<file path="src/rtl/aes_tiled_round_seq_pkg.sv">
// Shared encodings for the tiled AES round sequencer: FSM states, step counter, op one-hots, word selects.
// ST_SUBWORD exists only when AES_TILED_ROUND_SEQ_SUBWORD_EN is defined.
package aes_tiled_round_seq_pkg;

    localparam int WORD_W  = 32;
    localparam int N_WORDS = 4;
    localparam int STEP_W  = 2;

    localparam logic [STEP_W-1:0] LAST_STEP = 2'd3;

    localparam logic [2:0] ST_IDLE    = 3'd0;
    localparam logic [2:0] ST_SBSR    = 3'd1;
    localparam logic [2:0] ST_MIX     = 3'd2;
    localparam logic [2:0] ST_DONE    = 3'd3;
`ifdef AES_TILED_ROUND_SEQ_SUBWORD_EN
    localparam logic [2:0] ST_SUBWORD = 3'd4;
`endif

    // one-hot ordering is {mix, sbsr, sb}
    localparam logic [2:0] OP_NONE = 3'b000;
    localparam logic [2:0] OP_SB   = 3'b001;
    localparam logic [2:0] OP_SBSR = 3'b010;
    localparam logic [2:0] OP_MIX  = 3'b100;

    // MIX step k pairs T_k with T_(k^1); SBSR step k reads the column pair {k[1], lo/hi}
    localparam logic [STEP_W-1:0] WSEL_MIX_PARTNER = 2'd1;
    localparam logic              WSEL_LO          = 1'b0;
    localparam logic              WSEL_HI          = 1'b1;

    function automatic logic [STEP_W-1:0] sbsr_word(input logic [STEP_W-1:0] step,
                                                    input logic             half);
        return {step[1], half};
    endfunction

endpackage

</file>
<file path="src/rtl/aes_tiled_round_seq.sv">
// Sequences one AES round (or a single SubWord) over a 32-bit tiled AES unit via the aes_* handshake.
// Optional SubWord request path enabled by AES_TILED_ROUND_SEQ_SUBWORD_EN; final_round flags the last round.
//
// state   | meaning
// IDLE    | waiting for start (or sw_start)
// SBSR    | four sub-bytes/shift-rows requests, step 0..3
// MIX     | four mix-column requests, step 0..3
// SUBWORD | single sub-bytes request on sw_in
// DONE    | done pulse, state_out valid
module aes_tiled_round_seq
    import aes_tiled_round_seq_pkg::*;
(
    input  logic         g_clk,
    input  logic         g_resetn,
    input  logic         start,
    input  logic         dec,
    input  logic         final_round,
    input  logic [127:0] state_in,
    input  logic [127:0] rkey,
`ifdef AES_TILED_ROUND_SEQ_SUBWORD_EN
    input  logic         sw_start,
    input  logic [31:0]  sw_in,
`endif
    output logic         busy,
    output logic         done,
    output logic [127:0] state_out,
    output logic         aes_valid,
    output logic         aes_dec,
    output logic         aes_op_sb,
    output logic         aes_op_sbsr,
    output logic         aes_op_mix,
    output logic         aes_hi,
    output logic [31:0]  aes_rs1,
    output logic [31:0]  aes_rs2,
    input  logic         aes_ready,
    input  logic [31:0]  aes_rd
);

    logic [2:0]        state_q;
    logic [STEP_W-1:0] step_q;
    logic              dec_q;
    logic              fin_q;
    logic [WORD_W-1:0] r_q [N_WORDS];
    logic [WORD_W-1:0] t_q [N_WORDS];
    logic [WORD_W-1:0] k_q [N_WORDS];
    logic [127:0]      out_q;
    logic [2:0]        op;
    logic              fire;

    // request outputs decode straight from registered state, so they stay put while stalled
    always_comb begin
        aes_valid = 1'b0;
        op        = OP_NONE;
        aes_hi    = 1'b0;
        aes_dec   = 1'b0;
        aes_rs1   = '0;
        aes_rs2   = '0;
        case (state_q)
            ST_SBSR: begin
                aes_valid = 1'b1;
                op        = OP_SBSR;
                aes_hi    = step_q[0];
                aes_dec   = dec_q;
                aes_rs1   = r_q[sbsr_word(step_q, WSEL_LO)];
                aes_rs2   = r_q[sbsr_word(step_q, WSEL_HI)];
            end
            ST_MIX: begin
                aes_valid = 1'b1;
                op        = OP_MIX;
                aes_dec   = dec_q;
                aes_rs1   = t_q[step_q];
                aes_rs2   = t_q[step_q ^ WSEL_MIX_PARTNER];
            end
`ifdef AES_TILED_ROUND_SEQ_SUBWORD_EN
            ST_SUBWORD: begin
                aes_valid = 1'b1;
                op        = OP_SB;
                aes_rs1   = r_q[0];
            end
`endif
            default: ;
        endcase
    end

    assign {aes_op_mix, aes_op_sbsr, aes_op_sb} = op;
    assign fire      = aes_valid && aes_ready;
    assign busy      = (state_q != ST_IDLE);
    assign done      = (state_q == ST_DONE);
    assign state_out = (state_q == ST_DONE) ? {r_q[3], r_q[2], r_q[1], r_q[0]} : out_q;

    always_ff @(posedge g_clk) begin
        if (!g_resetn) begin
            state_q <= ST_IDLE;
            step_q  <= '0;
            dec_q   <= 1'b0;
            fin_q   <= 1'b0;
            out_q   <= '0;
            for (int i = 0; i < N_WORDS; i++) begin
                r_q[i] <= '0;
                t_q[i] <= '0;
                k_q[i] <= '0;
            end
        end else begin
            case (state_q)
                ST_IDLE: begin
                    step_q <= '0;
                    if (start) begin
                        dec_q   <= dec;
                        fin_q   <= final_round;
                        for (int i = 0; i < N_WORDS; i++) begin
                            r_q[i] <= state_in[WORD_W*i +: WORD_W];
                            k_q[i] <= rkey[WORD_W*i +: WORD_W];
                        end
                        state_q <= ST_SBSR;
                    end
`ifdef AES_TILED_ROUND_SEQ_SUBWORD_EN
                    else if (sw_start) begin
                        r_q[0]  <= sw_in;
                        state_q <= ST_SUBWORD;
                    end
`endif
                end
                ST_SBSR: if (fire) begin
                    // final rounds stage rd^K in T so the column pairs still read untouched R
                    t_q[step_q] <= (fin_q || dec_q) ? (aes_rd ^ k_q[step_q]) : aes_rd;
                    step_q      <= step_q + 2'd1;
                    if (step_q == LAST_STEP) begin
                        if (fin_q) begin
                            for (int i = 0; i < N_WORDS - 1; i++) r_q[i] <= t_q[i];
                            r_q[N_WORDS-1] <= aes_rd ^ k_q[N_WORDS-1];
                            state_q        <= ST_DONE;
                        end else begin
                            state_q <= ST_MIX;
                        end
                    end
                end
                ST_MIX: if (fire) begin
                    r_q[step_q] <= dec_q ? aes_rd : (aes_rd ^ k_q[step_q]);
                    step_q      <= step_q + 2'd1;
                    if (step_q == LAST_STEP) state_q <= ST_DONE;
                end
`ifdef AES_TILED_ROUND_SEQ_SUBWORD_EN
                ST_SUBWORD: if (fire) begin
                    r_q[0] <= aes_rd;
                    for (int i = 1; i < N_WORDS; i++) r_q[i] <= '0;
                    state_q <= ST_DONE;
                end
`endif
                ST_DONE: begin
                    out_q   <= {r_q[3], r_q[2], r_q[1], r_q[0]};
                    state_q <= ST_IDLE;
                end
                default: state_q <= ST_IDLE;
            endcase
        end
    end

endmodule
</file>
<file path="config.mk">
export PLATFORM = sky130hd
export DESIGN_NAME = aes_tiled_round_seq
export DESIGN_NICKNAME = d
export VERILOG_FILES = /design/src/rtl/aes_tiled_round_seq_pkg.sv /design/src/rtl/aes_tiled_round_seq.sv
export SDC_FILE = /design/constraint.sdc
export NUM_CORES = 1
export LEC_CHECK = 0
export BUFFER_PORTS_ARGS = -buffer_cell sky130_fd_sc_hd__buf_2
export CORE_ASPECT_RATIO = 0.7
export CORE_UTILIZATION = 60
export DETAILED_ROUTE_END_ITERATION = 10
export GPL_ROUTABILITY_DRIVEN = 0
export PLACE_DENSITY_LB_ADDON = 0.08
export SYNTH_ARGS = -nofsm -noshare
export SYNTH_HDL_FRONTEND = slang
export SYNTH_SLANG_ARGS = --single-unit
</file>
<file path="constraint.sdc">
create_clock -name g_clk -period 9.05 [get_ports g_clk]
set_clock_uncertainty 0.1 [all_clocks]
set_input_delay 0.4525 -clock g_clk [delete_from_list [all_inputs] [get_ports g_clk]]
set_output_delay 0.4525 -clock g_clk [all_outputs]
set_load 0.02 [all_outputs]
</file>
==> metrics <==
status=completed; number of global-route vias before repair=18330; Critical Path RT=9.21 ns; post-DP HPWL=59480 um; DIE WIDTH=254.3 um; residual overflow from global routing=0; Post CTS Setup Buffer Count=0; setup TNS=0 ns; clock-pin slew on the worst setup and hold paths=0.07 ns; CTS Root Cell=clkbuf_16; Post-synth EDFFs=384; Area Overhead vs Synth=15.74%; max incr delay on CP=1.05 ns; Layout Nets=2765; met3 layer usage reported by global route=0.1229; WP data arrival=4.73 ns; ANT nets after route=0; Ports=494; Hold Crit Class=in -> reg; Yosys Warn Count=0; CTS tree=built; Tot GR Track Use=0.3599; most frequent cells in the layout=buf_2 (491), edfxtp_1 (384), and2_1 (259), mux2_2 (192), dfxtp_1 (132); drc violations=0; CP max stage cell=and4_2; DIE AREA=45430 um2; routed vias=19740; Worst setup EP type=flop; Tot Pwr=7.299 mW; RSZ-0062 raised after global routing=false; CP Class=reg -> reg; crit-path cells=inv_1 -> ha_2 -> and4_2 -> nand3b_2 -> nand2_1 -> buf_4; post-synth net total=2385; DRT Pass-1 Iters=6; maximum vdd drop=0.1833 mV; CP top delay family=simple AND/OR/NAND/NOR gates; clk sinks=521; first-pass GRT wire length=118400 um; Worst Max-Slew Pin Slew=1.247 ns; Seq cells post-synth=521; PD cells=235.8 nW/um2; clk_lat worst skew=0.59 ns; Fin Hold WS=0.03392 ns; initial antenna violation count=8; Synth Instances=2086; Final Cycle Share=0.5051; worst slack, placed=4.269 ns; multi-input logic area=11610 um2; total CTS buffers=49; htree depth=2; vias per cell=6.350; Port Buffers=492; leading area contributor after synthesis=edfxtp_1; Starting DRT DRC Count=2826; Post-synth ARST share=0; DRT Wirelength=83360 um; die outline height=178.6 um; met2 Usage GRT=0.4765; Final WS setup=4.479 ns; number of setup violations in the final report=0; leading post-synthesis cells by cell area=edfxtp_1 (43%), dfxtp_1 (10%), mux2_2 (8.1%), mux4_2 (8.1%), and2_1 (6.1%); fin. max-slew vios=0; cts hold-fix bufs=0; CTS resizes=0; CTS Buffer Depth=3; ys flop type=edfxtp_1; syn_area_per_cell=12.82 um2; fraction of layout cells with a size suffix above 1=0.3937; drt wl/cell=26.82 um; final hold vios=0; Worst slew margin=0.1685; Initial Utilization=0.6105; CP Buf/Inv Count=2; GRT busiest layer=met1; Core Region=43800 um2; Sequential Area=14280 um2; post-synth cell types=46; largest net degree at the start of global routing=128; fmax=0.2188 GHz; Mapped Area=26740 um2; Site Rows=64; crit path time final=4.571 ns; post-synthesis sequential area ratio=0.5338; element type at the critical path start=flop; met1 global-route usage=0.5563; largest fanout on the critical path=67; P_leak=12.48 nW; reg-to-reg slack, setup=4.48 ns; MaxCap Viol Count=0; post-synth top area share=0.4312; fillcell total=3149; most common cell after layout, fill and taps aside=buf_2
-- per-layer routing --
metal | up-vias | share of wire
met3 | 140 | 0.15
met5 | - | 0.00016
met4 | 2 | 0.027
li1 | 8496 | -
met2 | 1431 | 0.40
met1 | 9667 | 0.42
-- cell usage after synthesis, types with 2 or more instances --
cell and count:
and3_1 65, mux2i_1 3, and2_1 260, buf_2 69
mux4_2 96, a311oi_1 64, dfxtp_1 137, a22o_1 2
nand2_1 72, edfxtp_1 384, nand3_1 34, or3_1 4
a21oi_1 97, mux2_2 192, ha_1 5, o21ai_0 5
buf_6 3, clkbuf_1 94, inv_1 5, a22oi_2 28
nor3b_1 3, o21ai_1 28, buf_1 15, a221oi_1 32
buf_12 2, nor2_1 130, xor2_1 53, buf_4 7
xor2_2 44, a22oi_1 68, nor2b_1 69, nand3b_2 2
-- worst register-to-register path, stage by stage, from the launching register on --
cell and delay [ns]:
dfxtp_1 0.44, inv_1 0.11, ha_2 0.33, and4_2 1.05, nand3b_2 0.95, nand2_1 0.85
buf_4 0.40
-- path summary, 6_finish.rpt --
path | cells past startpoint | endpoint | start
max reg2reg | 6 | t_q[2][21]$_SDFFCE_PN0P_ | state_q[0]$_SDFFE_PN0P_
min reg2reg | 2 | out_q[112]$_SDFF_PN0_ | out_q[112]$_SDFF_PN0_
min | 2 | dec_q$_SDFFE_PN0P_ | dec
max | 6 | t_q[2][21]$_SDFFCE_PN0P_ | state_q[0]$_SDFFE_PN0P_
-- registers in the layout, summed over array words and instances (netlist names), named ones only --
register,count
k_q,128
r_q,128
fin_q,1
out_q,128
t_q,128
state_q,2
step_q,2
dec_q,1
-- cell families (layout without fill, tap and decap cells) --
family          count (synthesis)  after routing  share of synthesized area
simple gates                  647            647                     0.1326
flops                         521            521                     0.5338
buf+inv                       196            617                    0.03420
compound gates                328            328                    0.08998
other cells                     1              8                  0.0001402
mux                           291            291                     0.1628
fa+ha+maj                       5              5                   0.002340
xor+xnor                       97             97                    0.04412
-- power by group --
part	switching, mW	total, mW	internal [mW]
clock	0.954	2.08	1.13
combinational	1.21	1.97	0.760
sequential	0.241	3.25	3.01
total	2.41	7.30	4.89
-- layout make-up --
type,instances,share of cell area
antenna,7,0.0005660
clock buffer,58,0.04208
clock inverter,34,0.009257
inverter,5,0.0006872
multi-input combinational,1369,0.3753
sequential,521,0.4615
tap,594,0.02401
timing repair buffer,520,0.08667
-- per-stage QoR --
| stage | utilization | instance area (um2) | instances |
|---|---|---|---|
| finish | 0.7066 | 30950 | 3108 |
| global route | 0.7066 | 30950 | 3108 |
| CTS | 0.7059 | 30920 | 3100 |
| detailed placement | 0.6696 | 29330 | 3008 |
| global placement | 0.6696 | 29330 | 3008 |
| floorplan | - | 26740 | 2086 |
Note: power is estimated with default switching activity, not from simulation.
